[config.mk]
export PLATFORM = sky130hd
export DESIGN_NAME = ip_tx_encap
export DESIGN_NICKNAME = d
export VERILOG_FILES = /design/src/rtl/ip_pkg.sv /design/src/rtl/ipv4_csum.sv /design/src/rtl/ip_tx_encap.sv
export SDC_FILE = /design/constraint.sdc
export NUM_CORES = 1
export LEC_CHECK = 0
export ABC_CLOCK_PERIOD_IN_PS = 11400
export BUFFER_PORTS_ARGS = -buffer_cell sky130_fd_sc_hd__buf_2
export CORE_ASPECT_RATIO = 1.2
export CORE_MARGIN = 4
export CORE_UTILIZATION = 30
export DETAILED_ROUTE_END_ITERATION = 10
export REMOVE_ABC_BUFFERS = 1
export SKIP_CTS_REPAIR_TIMING = 1
export SYNTH_ARGS = -nofsm -noshare
export SYNTH_HDL_FRONTEND = slang
export SYNTH_SLANG_ARGS = --single-unit
[constraint.sdc]
create_clock -name clk -period 11.4 [get_ports clk]
set_input_delay 1.14 -clock clk [delete_from_list [all_inputs] [get_ports clk]]
set_output_delay 1.14 -clock clk [all_outputs]
set_load 0.01 [all_outputs]
[src/rtl/ip_pkg.sv]
// ip_pkg: IPv4 header constants, encapsulator FSM encoding and final-word keep helper.
// Rev 1.0
`default_nettype none

package ip_pkg;

    localparam logic [3:0] IP_VERSION   = 4'd4;
    localparam logic [3:0] IP_IHL       = 4'd5;
    localparam int         IP_HDR_WORDS = 5;
    localparam logic [7:0] IP_PROTO_TCP = 8'h06;
    localparam logic [7:0] IP_PROTO_UDP = 8'h11;

    typedef enum logic [1:0] {
        ST_IDLE    = 2'd0,
        ST_CSUM    = 2'd1,
        ST_HDR     = 2'd2,
        ST_PAYLOAD = 2'd3
    } ip_state_t;

    // Byte enables for the final payload word from the residue of the byte length.
    function automatic logic [3:0] keep_for_len(input logic [1:0] len_lsb);
        case (len_lsb)
            2'd1:    keep_for_len = 4'h8;
            2'd2:    keep_for_len = 4'hC;
            2'd3:    keep_for_len = 4'hE;
            default: keep_for_len = 4'hF;
        endcase
    endfunction

endpackage

`default_nettype wire

[src/rtl/ipv4_csum.sv]
// ipv4_csum: combinational IPv4 header checksum over ten 16-bit words.
// Rev 1.0
`default_nettype none

module ipv4_csum (
    input  logic [159:0] i_hdr,
    output logic [15:0]  o_csum
);

    logic [19:0] w_sum;
    logic [16:0] w_fold1;
    logic [16:0] w_fold2;

    always_comb begin
        w_sum = 20'd0;
        for (int i = 0; i < 10; i++) begin
            w_sum = w_sum + {4'd0, i_hdr[i*16 +: 16]};
        end
    end

    // Two folds are enough: the first can leave at most a single carry.
    assign w_fold1 = {1'b0, w_sum[15:0]} + {13'd0, w_sum[19:16]};
    assign w_fold2 = {1'b0, w_fold1[15:0]} + {16'd0, w_fold1[16]};
    assign o_csum  = ~w_fold2[15:0];

endmodule

`default_nettype wire

[src/rtl/ip_tx_encap.sv]
// ip_tx_encap: IPv4 transmit encapsulator, descriptor in, header + payload words out.
// Rev 1.0
`default_nettype none

module ip_tx_encap
    import ip_pkg::*;
#(
    parameter logic [7:0]  IP_TTL      = 8'h40,
    parameter logic [7:0]  IP_TOS      = 8'h00,
    parameter logic        IP_DF       = 1'b1,
    parameter logic [15:0] ID_INIT     = 16'h0000,
    parameter logic [15:0] MAX_PAYLOAD = 16'd1480
) (
    input  logic        clk,
    input  logic        rst,
    input  logic [31:0] cfg_src_ip,
    input  logic [31:0] cfg_dst_ip,
    input  logic        desc_valid,
    output logic        desc_ready,
    input  logic [15:0] desc_len,
    input  logic [7:0]  desc_proto,
    output logic        desc_err,
    input  logic [31:0] tcp_tx_data,
    input  logic        tcp_tx_valid,
    output logic        tcp_tx_ready,
    input  logic        tcp_tx_last,
    output logic [31:0] eth_tx_data,
    output logic        eth_tx_valid,
    input  logic        eth_tx_ready,
    output logic        eth_tx_last,
    output logic [3:0]  eth_tx_keep,
    output logic        len_mismatch
);

    localparam logic [15:0] c_FLAGS_FRAG = IP_DF ? 16'h4000 : 16'h0000;
    localparam logic [2:0]  c_HDR_LAST   = 3'(IP_HDR_WORDS - 1);

    ip_state_t   r_state;
    ip_state_t   w_next;
    logic [15:0] r_len;
    logic [7:0]  r_proto;
    logic [31:0] r_src;
    logic [31:0] r_dst;
    logic [15:0] r_csum;
    logic [15:0] r_id;
    logic [2:0]  r_hcnt;
    logic [15:0] r_wrem;
    logic        r_desc_ready;
    logic        r_desc_err;
    logic        r_len_mismatch;

    logic        w_desc_acc;
    logic        w_len_bad;
    logic        w_eth_hs;
    logic        w_hdr_last;
    logic        w_pay_final;
    logic        w_len_zero;
    logic [15:0] w_total_len;
    logic [16:0] w_nwords;
    logic [15:0] w_csum;
    logic [31:0] w_hdr_word;

    assign w_desc_acc  = desc_valid && r_desc_ready;
    assign w_len_bad   = desc_len > MAX_PAYLOAD;
    assign w_eth_hs    = eth_tx_valid && eth_tx_ready;
    assign w_hdr_last  = (r_hcnt == c_HDR_LAST);
    assign w_pay_final = (r_wrem == 16'd0);
    assign w_len_zero  = (r_len == 16'd0);
    assign w_total_len = r_len + 16'd20;
    assign w_nwords    = ({1'b0, r_len} + 17'd3) >> 2;

    ipv4_csum u_csum (
        .i_hdr  ({IP_VERSION, IP_IHL, IP_TOS, w_total_len,
                  r_id, c_FLAGS_FRAG,
                  IP_TTL, r_proto, 16'h0000,
                  r_src, r_dst}),
        .o_csum (w_csum)
    );

    always_comb begin
        case (r_hcnt)
            3'd0:    w_hdr_word = {IP_VERSION, IP_IHL, IP_TOS, w_total_len};
            3'd1:    w_hdr_word = {r_id, c_FLAGS_FRAG};
            3'd2:    w_hdr_word = {IP_TTL, r_proto, r_csum};
            3'd3:    w_hdr_word = r_src;
            default: w_hdr_word = r_dst;
        endcase
    end

    always_ff @(posedge clk or posedge rst) begin
        if (rst) begin
            r_state <= ST_IDLE;
        end else begin
            r_state <= w_next;
        end
    end

    always_comb begin
        w_next = r_state;
        case (r_state)
            ST_IDLE:    if (w_desc_acc && !w_len_bad) w_next = ST_CSUM;
            ST_CSUM:    w_next = ST_HDR;
            ST_HDR:     if (w_eth_hs && w_hdr_last) w_next = w_len_zero ? ST_IDLE : ST_PAYLOAD;
            ST_PAYLOAD: if (w_eth_hs && w_pay_final) w_next = ST_IDLE;
            default:    w_next = ST_IDLE;
        endcase
    end

    always_comb begin
        eth_tx_valid = 1'b0;
        eth_tx_data  = 32'd0;
        eth_tx_last  = 1'b0;
        eth_tx_keep  = 4'h0;
        tcp_tx_ready = 1'b0;
        case (r_state)
            ST_HDR: begin
                eth_tx_valid = 1'b1;
                eth_tx_data  = w_hdr_word;
                eth_tx_last  = w_hdr_last && w_len_zero;
                eth_tx_keep  = 4'hF;
            end
            ST_PAYLOAD: begin
                eth_tx_valid = tcp_tx_valid;
                eth_tx_data  = tcp_tx_data;
                eth_tx_last  = w_pay_final;
                eth_tx_keep  = w_pay_final ? keep_for_len(r_len[1:0]) : 4'hF;
                tcp_tx_ready = eth_tx_ready;
            end
            default: ;
        endcase
    end

    always_ff @(posedge clk or posedge rst) begin
        if (rst) begin
            r_len          <= 16'd0;
            r_proto        <= 8'd0;
            r_src          <= 32'd0;
            r_dst          <= 32'd0;
            r_csum         <= 16'd0;
            r_id           <= ID_INIT;
            r_hcnt         <= 3'd0;
            r_wrem         <= 16'd0;
            r_desc_ready   <= 1'b0;
            r_desc_err     <= 1'b0;
            r_len_mismatch <= 1'b0;
        end else begin
            r_desc_ready   <= (w_next == ST_IDLE);
            r_desc_err     <= (r_state == ST_IDLE) && w_desc_acc && w_len_bad;
            r_len_mismatch <= (r_state == ST_PAYLOAD) && w_eth_hs && (tcp_tx_last != w_pay_final);
            if ((r_state == ST_IDLE) && w_desc_acc && !w_len_bad) begin
                r_len   <= desc_len;
                r_proto <= desc_proto;
                r_src   <= cfg_src_ip;
                r_dst   <= cfg_dst_ip;
            end
            if (r_state == ST_CSUM) begin
                r_csum <= w_csum;
                r_hcnt <= 3'd0;
                r_wrem <= w_nwords[15:0] - 16'd1;
            end
            if ((r_state == ST_HDR) && w_eth_hs && !w_hdr_last) begin
                r_hcnt <= r_hcnt + 3'd1;
            end
            if ((r_state == ST_PAYLOAD) && w_eth_hs && !w_pay_final) begin
                r_wrem <= r_wrem - 16'd1;
            end
            if (w_eth_hs && eth_tx_last) begin
                r_id <= r_id + 16'd1;
            end
        end
    end

    assign desc_ready   = r_desc_ready;
    assign desc_err     = r_desc_err;
    assign len_mismatch = r_len_mismatch;

endmodule

`default_nettype wire

==> out/results.ini, run 1 <==
[synth]
yosysUniqueCellTypes=84
synth_edf_count=0
syn_area_mm2=0.0116
yosys.area_share.simple=0.140
synth.area.mux_share=0.0835
ys_seq_area_frac=0.312
postSynthAreaPerCell_um2=9.43
synth_compound_area_frac=0.171
ys_async_sr_fraction=1.00
synthAdderAreaFrac=0.163
yosysWarnings=0
synth_xor_area_frac=0.0695
ys_seq_elements=144
netlist_instances=1226
synth_ff_type=dfrtp_1
synth_top_family_by_area=compound AO/OA/AOI/OAI gates

[power]
finalPower_mw=4.56
power_switching_mw=2.37
leakage_nw=6.32
intPower_mw=2.19
clock_power_share=0.117
irDropWorstVdd_v=0.000234
p_seq_frac=0.173
swShare=0.520
cellPowerDensity_mw_per_mm2=340
combPwrFrac=0.710

[critical_path]
crit_top_cell=ha_1
critPathMaxFanout=6
critical_path_class=register to register
setup.worst_path.end=r_csum[14]$_DFFE_PP0P_
cp_slowest_cell=fa_1
worstPathArrival_ns=10.73
r2r_cells=41
max_stage_delay_ns=0.54
required_ns=11.71
crit_path_start=r_dst[0]$_DFFE_PP0P_
r2r_setup_slack_ns=0.98
reg2reg_to=r_csum[14]$_DFFE_PP0P_
rr_startpoint=r_dst[0]$_DFFE_PP0P_
start_kind=register
critPathCaptureType=register

[clocking]
cts-buffers-inserted=17
root_buffer=clkbuf_16
cts_tree=yes
clock_path_buffers=2
clk_latency_ns=0.45
path_clk_slew_ns=0.06
htreeDepth=4
clock_sinks=144

[grt]
grtUsageTotal=0.171
antenna_found_initial=3
grt_pass1_wl_mm=56.3
grt_max_degree=79
grt_pass1_vias=10200
overflow=0

[finish]
layout_commonest_cell=buf_2
n_antenna_cell=0
final_cell_mix=167 x buf_2, 144 x dfrtp_1, 118 x inv_1, 95 x nand2_1, 86 x nor2_1
final_nets=1610
syn_to_final_growth_pct=16.1
drive_above_1_share=0.232

[timing]
fin_crit_sh=0.914
max_freq_mhz=96.0
grt_setup_unrepaired=no
worst_slack_ns=0.984
tightest_slew_ns=0.880
slew_violations=0
min_period_ns=10.42
setup_violations=0
hold_viol_final=0
relSlewSlack=0.413
finalClockSkew_ns=0.0144
tns_ns=0

[floorplan]
fp.dieW_um=187
start_util=0.305
rows=78
core-area_mm2=0.0380
ios=168
die_y_um=223
die_area_mm2=0.0418

[route]
ant_nets=0
drtIter0Drc=657
dr.pass1.iters=7
via_count=9759
wl_mm=35.6
drc=0
wire_per_inst_um=19.1
vias_per_cell=5.24

[placement]
hpwl_mm=27.4
dp_slack_ns=1.09
portBuffers=167
gp_congestion=0.895

[status]
status=completed

[job]
drv_cap=0

[worst_hold_path]
hold_path.class=register to register
hold_path_depth=2

[kinds of logic after synthesis]
kind of cell | after synthesis
mux | 86
flops | 144
compound gates | 281
xor+xnor | 90
simple gates | 329
fa+ha+maj | 116
buf+inv | 180
[cells in the mapped netlist (5+ instances only)]
cell / instances / share of area
nand4_1: 15 / 0.0081
fa_1: 58 / 0.10
xnor2_1: 59 / 0.045
o22ai_1: 6 / 0.0032
inv_1: 119 / 0.039
o31ai_1: 7 / 0.0045
and2_1: 13 / 0.0070
a221oi_1: 25 / 0.019
a221o_1: 22 / 0.019
o2111ai_1: 5 / 0.0038
dfrtp_1: 144 / 0.31
a222oi_1: 5 / 0.0043
and3_1: 10 / 0.0054
nand2b_1: 8 / 0.0043
ha_1: 58 / 0.063
nand2_1: 95 / 0.031
a31oi_1: 8 / 0.0043
o211ai_1: 6 / 0.0039
mux2_2: 84 / 0.082
a21o_1: 7 / 0.0045
xor2_1: 29 / 0.022
clkbuf_1: 53 / 0.017
nand3_1: 24 / 0.010
nor3_1: 29 / 0.013
a21oi_1: 54 / 0.023
o21ai_0: 75 / 0.032
nor4_1: 8 / 0.0043
a211oi_1: 10 / 0.0065
nor2b_1: 11 / 0.0060
nor2_1: 86 / 0.028
[critical path, delay by kind of cell (launching register included)]
family                     cells  cell delay, ns
xor gates and xnor gates       3            0.49
adders and majority gates      9            3.10
AOI/OAI and AO/OA             14            3.17
and+or+nand+nor               12            2.94
DFF                            1            0.40
buffers and inverters          3            0.17
[power groups by stage]
stage | registers (mW) | clock network, mW | logic (mW)
floorplan | 0.755 | 0 | 2.41
global placement | 0.790 | 0 | 3.19
detailed placement | 0.793 | 0 | 3.23
CTS | 0.785 | 0.546 | 3.25
global route | 0.805 | 0.566 | 3.61
finish | 0.787 | 0.533 | 3.24
[cell type report]
cell class	count	area, um2
well taps	480	601
multi-input cells	902	7260
flip-flops and latches	144	3600
clock buffers	20	437
clock inverters	12	110
fillers	3860	24500
inverters	120	455
repair buffers	183	956
[routing by layer]
layer | global-route usage | share of wire | up-vias
li1 | - | - | 4618
met1 | 0.203 | 0.40 | 4835
met2 | 0.312 | 0.53 | 259
met3 | 0.0250 | 0.046 | 45
met4 | 0.0616 | 0.024 | 2
met5 | 0 | 0.00037 | -
[how the worst min path moves through the flow]
stage / from / slack, ns / end
after global routing: r_csum[8]$_DFFE_PP0P_ / 0.51 / r_csum[8]$_DFFE_PP0P_
final: r_csum[8]$_DFFE_PP0P_ / 0.48 / r_csum[8]$_DFFE_PP0P_
after CTS: r_csum[8]$_DFFE_PP0P_ / 0.48 / r_csum[8]$_DFFE_PP0P_
after detailed placement: r_csum[8]$_DFFE_PP0P_ / 0.47 / r_csum[8]$_DFFE_PP0P_
after floorplan: r_csum[8]$_DFFE_PP0P_ / 0.44 / r_csum[8]$_DFFE_PP0P_
after global placement: r_csum[8]$_DFFE_PP0P_ / 0.46 / r_csum[8]$_DFFE_PP0P_
[flip-flops by register name, summed over array words and instances (netlist names)]
signal,count
r_state,2
desc_err,1
desc_ready,1
r_csum,16
r_hcnt,3
r_src,32
r_id,16
r_proto,8
r_wrem,16
r_dst,32
len_mismatch,1
r_len,16
[stage by stage]
step           instances  area, um2   util  hold slack, ns
2_1_floorplan       1166      11300      -           0.440
3_3_place_gp        1829      12900  0.339           0.455
3_5_place_dp        1829      12900  0.339           0.467
4_1_cts             1861      13400  0.354           0.481
5_1_grt             1861      13400  0.354           0.512
6_report            1861      13400  0.354           0.476
(Power assumes the default switching activity.)
==> run 2: changes to the inputs <==
--- a/config.mk
+++ b/config.mk
@@ -11,8 +11,10 @@
 export CORE_MARGIN = 4
 export CORE_UTILIZATION = 30
 export DETAILED_ROUTE_END_ITERATION = 10
+export PLACE_DENSITY = 0.48
 export REMOVE_ABC_BUFFERS = 1
 export SKIP_CTS_REPAIR_TIMING = 1
+export SLEW_MARGIN = 25
 export SYNTH_ARGS = -nofsm -noshare
 export SYNTH_HDL_FRONTEND = slang
 export SYNTH_SLANG_ARGS = --single-unit
==> out/results.ini, run 2 (synthesized netlist as in run 1, its figures left out) <==
[power]
leakage_nw=6.33
finalPower_mw=4.60
irDropWorstVdd_v=0.000253
cellPowerDensity_mw_per_mm2=342

[worst_hold_path]
hold_path.class=register to register
min-delay-start=r_csum[8]$_DFFE_PP0P_

[timing]
slew_violations=0
relSlewSlack=0.389
min_period_ns=10.33
max_freq_mhz=96.8
tns_ns=0
hold_viol_final=0
grt_setup_unrepaired=no
tightest_slew_ns=0.915
setup_violations=0
fin_crit_sh=0.906
holdWs_ns=0.476
finalClockSkew_ns=0.00917

[route]
vias_per_cell=5.21
drtIter0Drc=513
via_count=9686
ant_nets=0
wl_mm=36.5
wire_per_inst_um=19.6
drc=0
dr.pass1.iters=6

[critical_path]
cp_slowest_cell=or4_1
crit_top_cell=ha_1
start_kind=register
required_ns=11.73
max_stage_delay_ns=0.55
worstPathArrival_ns=10.66
critical_path_class=register to register
crit_path_start=r_dst[0]$_DFFE_PP0P_
critPathMaxFanout=6
rr_startpoint=r_dst[0]$_DFFE_PP0P_
crit_buf_inv=3
path_delay_family=adder cells
critPathCaptureType=register

[clocking]
root_buffer=clkbuf_16
clk_latency_ns=0.46
htreeDepth=4
clock_path_buffers=2
clock_sinks=144
cts-buffers-inserted=17
cts_tree=yes
path_clk_slew_ns=0.06

[floorplan]
rows=78
die_area_mm2=0.0418
die_y_um=223
fp.dieW_um=187
core-area_mm2=0.0380
start_util=0.305
ios=168

[placement]
gp_congestion=0.826
dpl_cell_area_mm2=0.0129
portBuffers=167
hpwl_mm=27.9

[grt]
antenna_found_initial=0
overflow=0
grt_pass1_vias=9907
grt_pass1_wl_mm=56.8
grt_max_degree=89
grtUsageTotal=0.176

[finish]
drive_above_1_share=0.234
nFillCells=3926
syn_to_final_growth_pct=16.5
post-route-util=0.355
final_nets=1610
n_antenna_cell=0
seq_area_mm2=0.00360
stdcell_area_mm2=0.0135
multiInputGateArea_mm2=0.00727
final_cell_mix=167 x buf_2, 144 x dfrtp_1, 118 x inv_1, 95 x nand2_1, 85 x nor2_1
layout_commonest_cell=buf_2
largestRegisters=r_dst x32, r_src x32

[job]
drv_cap=0

[status]
status=completed

==> run 2: through the flow <==
step,worst slack (ns),instances
6_report,1.07,1860
4_1_cts,1.08,1860
2_1_floorplan,2.14,1166
3_3_place_gp,1.23,1829
5_1_grt,0.323,1860
3_5_place_dp,1.11,1829
==> run 2: final cells by class <==
class,instances,share of cell area
clock buffer,20,0.0339
clock inverter,11,0.00975
inverter,120,0.0338
multi-input combinational,902,0.539
sequential,144,0.268
tap,480,0.0446
timing repair buffer,183,0.0710
==> run 2: power by group <==
part | switching (mW) | internal (mW) | total [mW] | leakage [nW]
Clock | 0.241 | 0.334 | 0.575 | 0.280
Combinational | 1.99 | 1.25 | 3.24 | 4.18
Sequential | 0.152 | 0.636 | 0.788 | 1.88
==> run 2: layer usage <==
| metal | up-vias | wire (um) | track usage |
|---|---|---|---|
| met3 | 47 | 1340 | 0.0333 |
| met2 | 219 | 18800 | 0.314 |
| met1 | 4797 | 15600 | 0.214 |
| met5 | - | 0 | 0 |
| li1 | 4623 | - | - |
| met4 | 0 | 863 | 0.0563 |
==> run 2: worst register-to-register path, delay by kind of cell (launching register included) <==
family                     cells  cell delay, ns
AOI/OAI and AO/OA             14            3.10
adders and majority gates      9            3.11
xor gates and xnor gates       3            0.49
DFF                            1            0.40
and+or+nand+nor               12            2.93
buffers and inverters          3            0.17
==> run 2: path summary, 6_finish.rpt <==
| check | slack (ns) | depth (start not counted) | endpoint |
|---|---|---|---|
| setup reg to reg | 1.07 | 41 | r_csum[14]$_DFFE_PP0P_ |
| max in group asynchronous | 9.26 | 3 | r_wrem[13]$_DFFE_PP0P_ |
| min in group asynchronous | 0.83 | 2 | desc_err$_DFF_PP0_ |
| hold reg to reg | 0.48 | 2 | r_csum[8]$_DFFE_PP0P_ |
| setup / recovery | 1.07 | 41 | r_csum[14]$_DFFE_PP0P_ |
| hold / removal | 0.48 | 2 | r_csum[8]$_DFFE_PP0P_ |
==> run 3: changes to the inputs <==
--- a/config.mk
+++ b/config.mk
@@ -9,9 +9,9 @@
 export BUFFER_PORTS_ARGS = -buffer_cell sky130_fd_sc_hd__buf_2
 export CORE_ASPECT_RATIO = 1.2
 export CORE_MARGIN = 4
-export CORE_UTILIZATION = 30
+export CORE_UTILIZATION = 59
 export DETAILED_ROUTE_END_ITERATION = 10
-export PLACE_DENSITY = 0.48
+export PLACE_DENSITY = 0.83
 export REMOVE_ABC_BUFFERS = 1
 export SKIP_CTS_REPAIR_TIMING = 1
 export SLEW_MARGIN = 25
==> out/results.ini, run 3 (synthesized netlist as in run 1, its figures left out) <==
[status]
status=completed

[grt]
grt_pass1_vias=10600
grt_max_degree=84
antenna_found_initial=0
grtUsageTotal=0.312
grt_pass1_wl_mm=54.0
overflow=0

[finish]
stdcell_area_mm2=0.0132
syn_to_final_growth_pct=14.3
n_antenna_cell=0
final_cell_mix=167 x buf_2, 144 x dfrtp_1, 118 x inv_1, 95 x nand2_1, 85 x nor2_1
drive_above_1_share=0.233
layout_commonest_cell=buf_2
largestRegisters=r_dst x32, r_src x32
final_nets=1607

[clocking]
clock_path_buffers=2
cts_tree=yes
clk_latency_ns=0.44
path_clk_slew_ns=0.06
root_buffer=clkbuf_16
clock_sinks=144
htreeDepth=4
cts-buffers-inserted=17

[timing]
hold_viol_final=0
grt_setup_unrepaired=no
fin_crit_sh=0.915
min_period_ns=10.43
holdWs_ns=0.483
finalClockSkew_ns=0.00883
slew_violations=0
relSlewSlack=0.427
max_freq_mhz=95.9
setup_violations=0
tightest_slew_ns=0.857
tns_ns=0

[critical_path]
max_stage_delay_ns=0.54
r2r_setup_slack_ns=0.97
worstPathArrival_ns=10.73
cp_slowest_cell=or4_1
critPathCaptureType=register
required_ns=11.70
start_kind=register
critical_path_class=register to register
critPathMaxFanout=6

[floorplan]
rows=55
die_y_um=161
core-area_mm2=0.0191
die_area_mm2=0.0219
ios=168
fp.dieW_um=136
start_util=0.607

[placement]
portBuffers=167
gp_congestion=0.948
hpwl_mm=24.5
dpl_cell_area_mm2=0.0126

[route]
dr.pass1.iters=6
drc=0
wl_mm=33.8
ant_nets=0
via_count=10200
drtIter0Drc=965
vias_per_cell=6.27
wire_per_inst_um=20.7

[power]
combPwrFrac=0.698
finalPower_mw=4.66
irDropWorstVdd_v=0.000315
power_switching_mw=2.40
clock_power_share=0.133
swShare=0.515
cellPowerDensity_mw_per_mm2=353
intPower_mw=2.26
p_seq_frac=0.169
leakage_nw=6.33

[worst_hold_path]
hold_path.class=register to register

[job]
drv_cap=0

## run 3: cell count changes in the layout (fill, tap and decap cells not counted), sizes merged
cell      change
buf           -3
bufinv        +2
clkbuf        -2
clkinv        -2
clkinvlp      +2
inv           +1
## run 3: routing by layer
metal	part of all wire	global-route usage
met5	0	0
met4	0.040	0.135
met1	0.37	0.370
met2	0.51	0.546
met3	0.076	0.0664
## run 3: area by class of cell
cell class / count / area (um2)
inverters: 120 / 455
clock buffers: 18 / 439
flip-flops and latches: 144 / 3600
well taps: 256 / 320
multi-input cells: 902 / 7270
clock inverters: 14 / 204
repair buffers: 180 / 933
fillers: 1452 / 5840
## run 3: per-stage QoR
| step | utilization | instances | setup slack, ns |
|---|---|---|---|
| floorplan | - | 1166 | 2.14 |
| global placement | 0.660 | 1602 | 1.46 |
| detailed placement | 0.660 | 1602 | 1.10 |
| CTS | 0.694 | 1634 | 1.03 |
| global route | 0.694 | 1634 | 0.358 |
| finish | 0.694 | 1634 | 0.973 |
## run 3: worst max-delay path, delay by kind of cell, from the launching register on
kind	cells	cell delay, ns
xor gates and xnor gates	3	0.49
AOI/OAI and AO/OA	17	3.70
DFF	1	0.43
and+or+nand+nor	10	2.64
adders and majority gates	7	2.87
buffers and inverters	3	0.18
## run 3: power groups by stage
stage | clock [mW] | sequential, mW | combinational, mW
6_report | 0.620 | 0.788 | 3.25
5_1_grt | 0.644 | 0.799 | 3.61
4_1_cts | 0.619 | 0.780 | 3.22
3_5_place_dp | 0 | 0.787 | 3.19
3_3_place_gp | 0 | 0.780 | 3.12
2_1_floorplan | 0 | 0.755 | 2.41
## run 3: final timing paths
check                                       from                      to  depth (start not counted)
min in group asynchronous                    rst    r_state[1]$_DFF_PP0_                          2
max in group asynchronous                    rst     r_id[5]$_DFFE_PP0P_                          3
max reg2reg                 r_dst[1]$_DFFE_PP0P_  r_csum[14]$_DFFE_PP0P_                         40
min                        r_csum[5]$_DFFE_PP0P_   r_csum[5]$_DFFE_PP0P_                          2
min reg2reg                r_csum[5]$_DFFE_PP0P_   r_csum[5]$_DFFE_PP0P_                          2
max                         r_dst[1]$_DFFE_PP0P_  r_csum[14]$_DFFE_PP0P_                         40
